$ cat src/rtl/rs_encode.sv
// Systematic RS(15,9) encoder over GF(16) (x^4+x+1): 9 message symbols in, 15-symbol codeword out.
// Serial 6-stage parity LFSR, one symbol per clock; codeword ready 10 edges after accept, requests ignored while busy.
module rs_encode (
  input  logic        clk,
  input  logic        rst_n,
  input  logic        data_en,
  input  logic [35:0] datain,
  output logic        busy,
  output logic        data_rdy,
  output logic [59:0] dataout
);

  typedef enum logic [1:0] {IDLE, SHIFT, DONE} state_t;

  // g5..g0 of the generator polynomial (monic x^6 term implicit)
  localparam logic [5:0][3:0] G = {4'h7, 4'h9, 4'h3, 4'hC, 4'hA, 4'hC};

  state_t           state, state_nxt;
  logic [35:0]      msg;
  logic [5:0][3:0]  lfsr, lfsr_nxt;
  logic [3:0]       cnt;
  logic [3:0]       fb;

  function automatic logic [3:0] gf_mul(input logic [3:0] a, input logic [3:0] b);
    logic [3:0] p;
    p = '0;
    for (int i = 3; i >= 0; i--) begin
      p = {p[2:0], 1'b0} ^ (p[3] ? 4'b0011 : 4'b0000);
      if (b[i]) p = p ^ a;
    end
    return p;
  endfunction

  always_comb begin
    fb          = msg[35:32] ^ lfsr[5];
    lfsr_nxt    = '0;
    lfsr_nxt[0] = gf_mul(G[0], fb);
    for (int k = 1; k < 6; k++) begin
      lfsr_nxt[k] = lfsr[k-1] ^ gf_mul(G[k], fb);
    end
  end

  always_ff @(posedge clk or negedge rst_n) begin
    if (!rst_n) state <= IDLE;
    else        state <= state_nxt;
  end

  always_comb begin
    state_nxt = state;
    case (state)
      IDLE:    if (data_en) state_nxt = SHIFT;
      SHIFT:   if (cnt == 4'd1) state_nxt = DONE;
      DONE:    state_nxt = IDLE;
      default: state_nxt = IDLE;
    endcase
  end

  always_ff @(posedge clk or negedge rst_n) begin
    if (!rst_n) begin
      msg      <= '0;
      lfsr     <= '0;
      cnt      <= '0;
      busy     <= 1'b0;
      data_rdy <= 1'b0;
      dataout  <= '0;
    end else begin
      data_rdy <= 1'b0;
      case (state)
        IDLE: begin
          if (data_en) begin
            msg  <= datain;
            lfsr <= '0;
            cnt  <= 4'd9;
            busy <= 1'b1;
          end
        end
        SHIFT: begin
          // nine rotations bring the message back to its original alignment
          lfsr <= lfsr_nxt;
          msg  <= {msg[31:0], msg[35:32]};
          cnt  <= cnt - 4'd1;
        end
        DONE: begin
          dataout  <= {msg, lfsr};
          data_rdy <= 1'b1;
          busy     <= 1'b0;
        end
        default: ;
      endcase
    end
  end

endmodule
$ cat config.mk
export PLATFORM = sky130hd
export DESIGN_NAME = rs_encode
export DESIGN_NICKNAME = d
export VERILOG_FILES = /design/src/rtl/rs_encode.sv
export SDC_FILE = /design/constraint.sdc
export NUM_CORES = 1
export LEC_CHECK = 0
export BUFFER_PORTS_ARGS = -buffer_cell sky130_fd_sc_hd__buf_2
export CAP_MARGIN = 20
export CORE_UTILIZATION = 40
export DETAILED_ROUTE_END_ITERATION = 8
export GPL_ROUTABILITY_DRIVEN = 1
export GPL_TIMING_DRIVEN = 0
export MAX_ROUTING_LAYER = met4
export PLACE_DENSITY = 0.72
export SYNTH_ARGS = -nofsm -noshare
export SYNTH_HDL_FRONTEND = slang
export SYNTH_SLANG_ARGS = --single-unit
$ cat constraint.sdc
create_clock -name clk -period 2.52 [get_ports clk]
set_input_delay 0.378 -clock clk [delete_from_list [all_inputs] [get_ports clk]]
set_output_delay 0.378 -clock clk [all_outputs]
set_load 0.01 [all_outputs]
==> flow_metrics.py <==
metrics = {
    "route": {
        "wl_per_cell_um": 16.87,
        "via_count": 3955,
        "viasPerCell": 5.204,
        "postRouteAntennaNets": 0,
        "wl_um": 12820,
        "first_pass_iters": 5,
        "drcViolationCount": 0,
        "drtIter0Drc": 284,
    },
    "clock_tree": {
        "clk_pin_slew_ns": 0.06,
        "cts_resized": 0,
        "numCtsBuffers": 17,
        "clk_latency_ns": 0.41,
        "clock-sinks": 128,
        "cts_tree": "done",
        "cts-root-buf": "clkbuf_16",
        "cts_buffer_depth": 2,
        "h-tree-depth": 4,
    },
    "floorplan": {
        "die_h_um": 119.2,
        "floorplan.rows": 42,
        "core_area_um2": 13350,
        "initial_core_util": 0.4119,
        "die_width_um": 119.2,
        "ios": 101,
        "die_area_um2": 14220,
    },
    "placement": {
        "numPortBuffers": 100,
        "dpl.hpwl_um": 8898,
        "dp.cells": 728,
        "gp_congestion": 0.8036,
        "place_ws_ns": 0.5218,
    },
    "worst_setup_path": {
        "critPathCaptureType": "flip-flop",
        "ff2ff_setup_slack_ns": 0.52,
        "r2r_end": "dataout[39]",
        "r2r_start": "state[0]",
        "rr_worst_depth": 5,
        "critPathMaxFanout": 10,
        "path_class": "reg -> reg",
        "required_ns": 2.81,
        "crit_path_start_kind": "flip-flop",
        "arrival_ns": 2.29,
    },
    "power_and_ir_drop": {
        "p_leak_nw": 3.302,
        "ir_drop_uv": 559.6,
        "switching_power_w": 0.003691,
        "power_density_nw_per_um2": 1486,
        "clkPwrFrac": 0.223,
        "p_sw_frac": 0.3647,
        "combPwrFrac": 0.410,
        "p_int_w": 0.006429,
        "power_frac_seq": 0.367,
    },
    "sta": {
        "drv_slew": 0,
        "max_clock_freq_ghz": 0.5006,
        "setup_viol": 0,
        "final_hold_viol_count": 0,
        "holdWs_ns": 0.2691,
        "rsz0062_at_grt": "false",
        "fin_tns_setup_ns": 0,
        "setup_slack_ns": 0.5225,
        "slew_headroom": 0.6094,
        "worst_slew_pin_slew_ns": 0.5817,
        "finalCriticalPeriod_ns": 1.997,
        "skew_ns": 0.008075,
        "min_period_over_period": 0.7927,
    },
    "cells_and_area": {
        "stdcell_count": 760,
        "utilization": 0.5102,
        "nFillCells": 1169,
        "nNetsFinal": 613,
        "layout-drive-gt1-share": 0.3459,
        "n_antenna_cell": 0,
        "areaGrowthSynthToFinish_pct": 23.87,
    },
    "logic_synthesis": {
        "synth_xor_area_frac": 0.07897,
        "ys.warnings.count": 0,
        "synth.ff_latch_count": 128,
        "syn_nets": 492,
        "synth_cells": 451,
        "synth_compound_area_frac": 0.1252,
        "ys_seq_area_frac": 0.5826,
        "syn_area_per_cell_um2": 12.19,
        "synth_adder_area_share": 0.004552,
        "synth_cell_types": 29,
        "synth_top_family_by_area": "compound AO/OA/AOI/OAI gates",
        "netlist_area_um2": 5498,
        "yosys.area_share.simple": 0.06236,
        "synth.area.mux_share": 0.1229,
    },
    "min_path": {
        "whs_path_depth": 3,
        "hp-class": "in -> reg",
        "min_to": "msg[26]",
        "hold_start": "datain[26]",
    },
    "run_status": {
        "outcome": "finished, final reports clean",
    },
    "global_route": {
        "grtUsageTotal": 0.1945,
        "grt_pass1_wl_um": 20630,
        "grt_max_degree": 87,
        "grt_pass1_vias": 3989,
        "grt-ovfl-total": 0,
        "antenna_found_initial": 0,
    },
    "job": {
        "cap_violations": 0,
    },
}
[layout make-up]
cell class | count | area [um^2] | share of cell area
multi-input cells | 290 | 2166 | 0.3180
flip-flops and latches | 128 | 3203 | 0.4703
clock inverters | 11 | 91.34 | 0.01341
repair buffers | 102 | 544.3 | 0.07992
plain buffers | 30 | 117.6 | 0.01727
inverters | 3 | 11.26 | 0.001654
well taps | 176 | 220.2 | 0.03234
clock buffers | 20 | 456.7 | 0.06706
[per-stage QoR]
stage	power [W]	cell area (um^2)
after detailed placement	0.007868	6252
after global routing	0.01081	6810
final	0.01012	6810
after CTS	0.01021	6810
after global placement	0.007657	6218
after floorplan	0.006620	5498
[sequential cells by signal, summed over array words and instances, names as in the netlist]
signal    flops
busy          1
cnt           4
data_rdy      1
dataout      60
lfsr         24
msg          36
state         2
[worst max-delay path: stages (launching register included)]
cell and delay (ns):
dfrtp_1 0.32, clkbuf_1 0.22, nand2b_1 0.14, clkbuf_1 0.31, clkbuf_1 0.49, mux2_2 0.41
[Yosys cell counts]
library cell / number / share of area
nand2_1: 49 / 0.033
xnor3_1: 2 / 0.0082
xnor2_1: 11 / 0.018
xor2_1: 14 / 0.022
xnor2_2: 1 / 0.0030
nor3_1: 1 / 0.00091
xnor3_2: 2 / 0.0086
inv_1: 3 / 0.0020
o21ai_2: 1 / 0.0016
o21ai_0: 59 / 0.054
nand3b_1: 1 / 0.0014
xnor2_4: 1 / 0.0050
nand2b_1: 2 / 0.0023
dfrtp_1: 128 / 0.58
buf_1: 1 / 0.00068
xor2_4: 2 / 0.010
nor2_1: 4 / 0.0027
xor3_1: 1 / 0.0043
and3_1: 1 / 0.0011
mux2_2: 60 / 0.12
o21ai_1: 5 / 0.0046
ha_1: 2 / 0.0046
a31oi_1: 1 / 0.0011
a22oi_1: 36 / 0.049
nor2b_1: 18 / 0.020
buf_2: 4 / 0.0036
clkbuf_1: 25 / 0.017
a21oi_1: 15 / 0.014
o21bai_1: 1 / 0.0014
[placed cells by master, fill, tap and decap left out, drive strengths merged, types with 4 or more instances in the layout]
| master | instances |
|---|---|
| dfrtp | 128 |
| mux2 | 60 |
| xnor3 | 4 |
| clkinv | 7 |
| clkbuf | 45 |
| buf | 106 |
| o21ai | 65 |
| xnor2 | 13 |
| a22oi | 36 |
| nand2 | 49 |
| nor2 | 4 |
| xor2 | 16 |
| a21oi | 15 |
| nor2b | 18 |
[worst max path at each step]
stage | from | to | slack, ns | depth (start not counted)
after floorplan | msg[34] | lfsr[23] | 0.86 | 4
after global placement | rst_n | dataout[48] | -0.54 | 1
after detailed placement | state[0] | dataout[56] | 0.52 | 5
after CTS | state[0] | dataout[56] | 0.52 | 5
after global routing | state[0] | dataout[57] | 0.38 | 5
final | state[0] | dataout[39] | 0.52 | 5
[kinds of logic after synthesis]
| group | count (synthesis) |
|---|---|
| flops | 128 |
| xor+xnor | 34 |
| buf+inv | 33 |
| fa+ha+maj | 2 |
| compound gates | 118 |
| mux | 60 |
| simple gates | 76 |
[power by group through the flow]
stage	sequential (W)	combinational (W)	clock [W]
2_1_floorplan	0.00370	0.00292	0
3_3_place_gp	0.00369	0.00397	0
3_5_place_dp	0.00374	0.00413	0
4_1_cts	0.00372	0.00419	0.00230
5_1_grt	0.00382	0.00460	0.00238
6_report	0.00372	0.00415	0.00226
[metal layers]
metal	vias up	track usage	part of all wire
met5	-	-	0
met4	0	0.07120	0.017
met3	23	0.03640	0.028
met2	92	0.3067	0.50
met1	2021	0.2508	0.45
li1	1819	-	-
[repair_timing]
item                      CTS  global route
buffers inserted            0             0
hold endpoints to repair   42             0
hold buffers                1             0
Note: power is estimated with default switching activity, not from simulation.
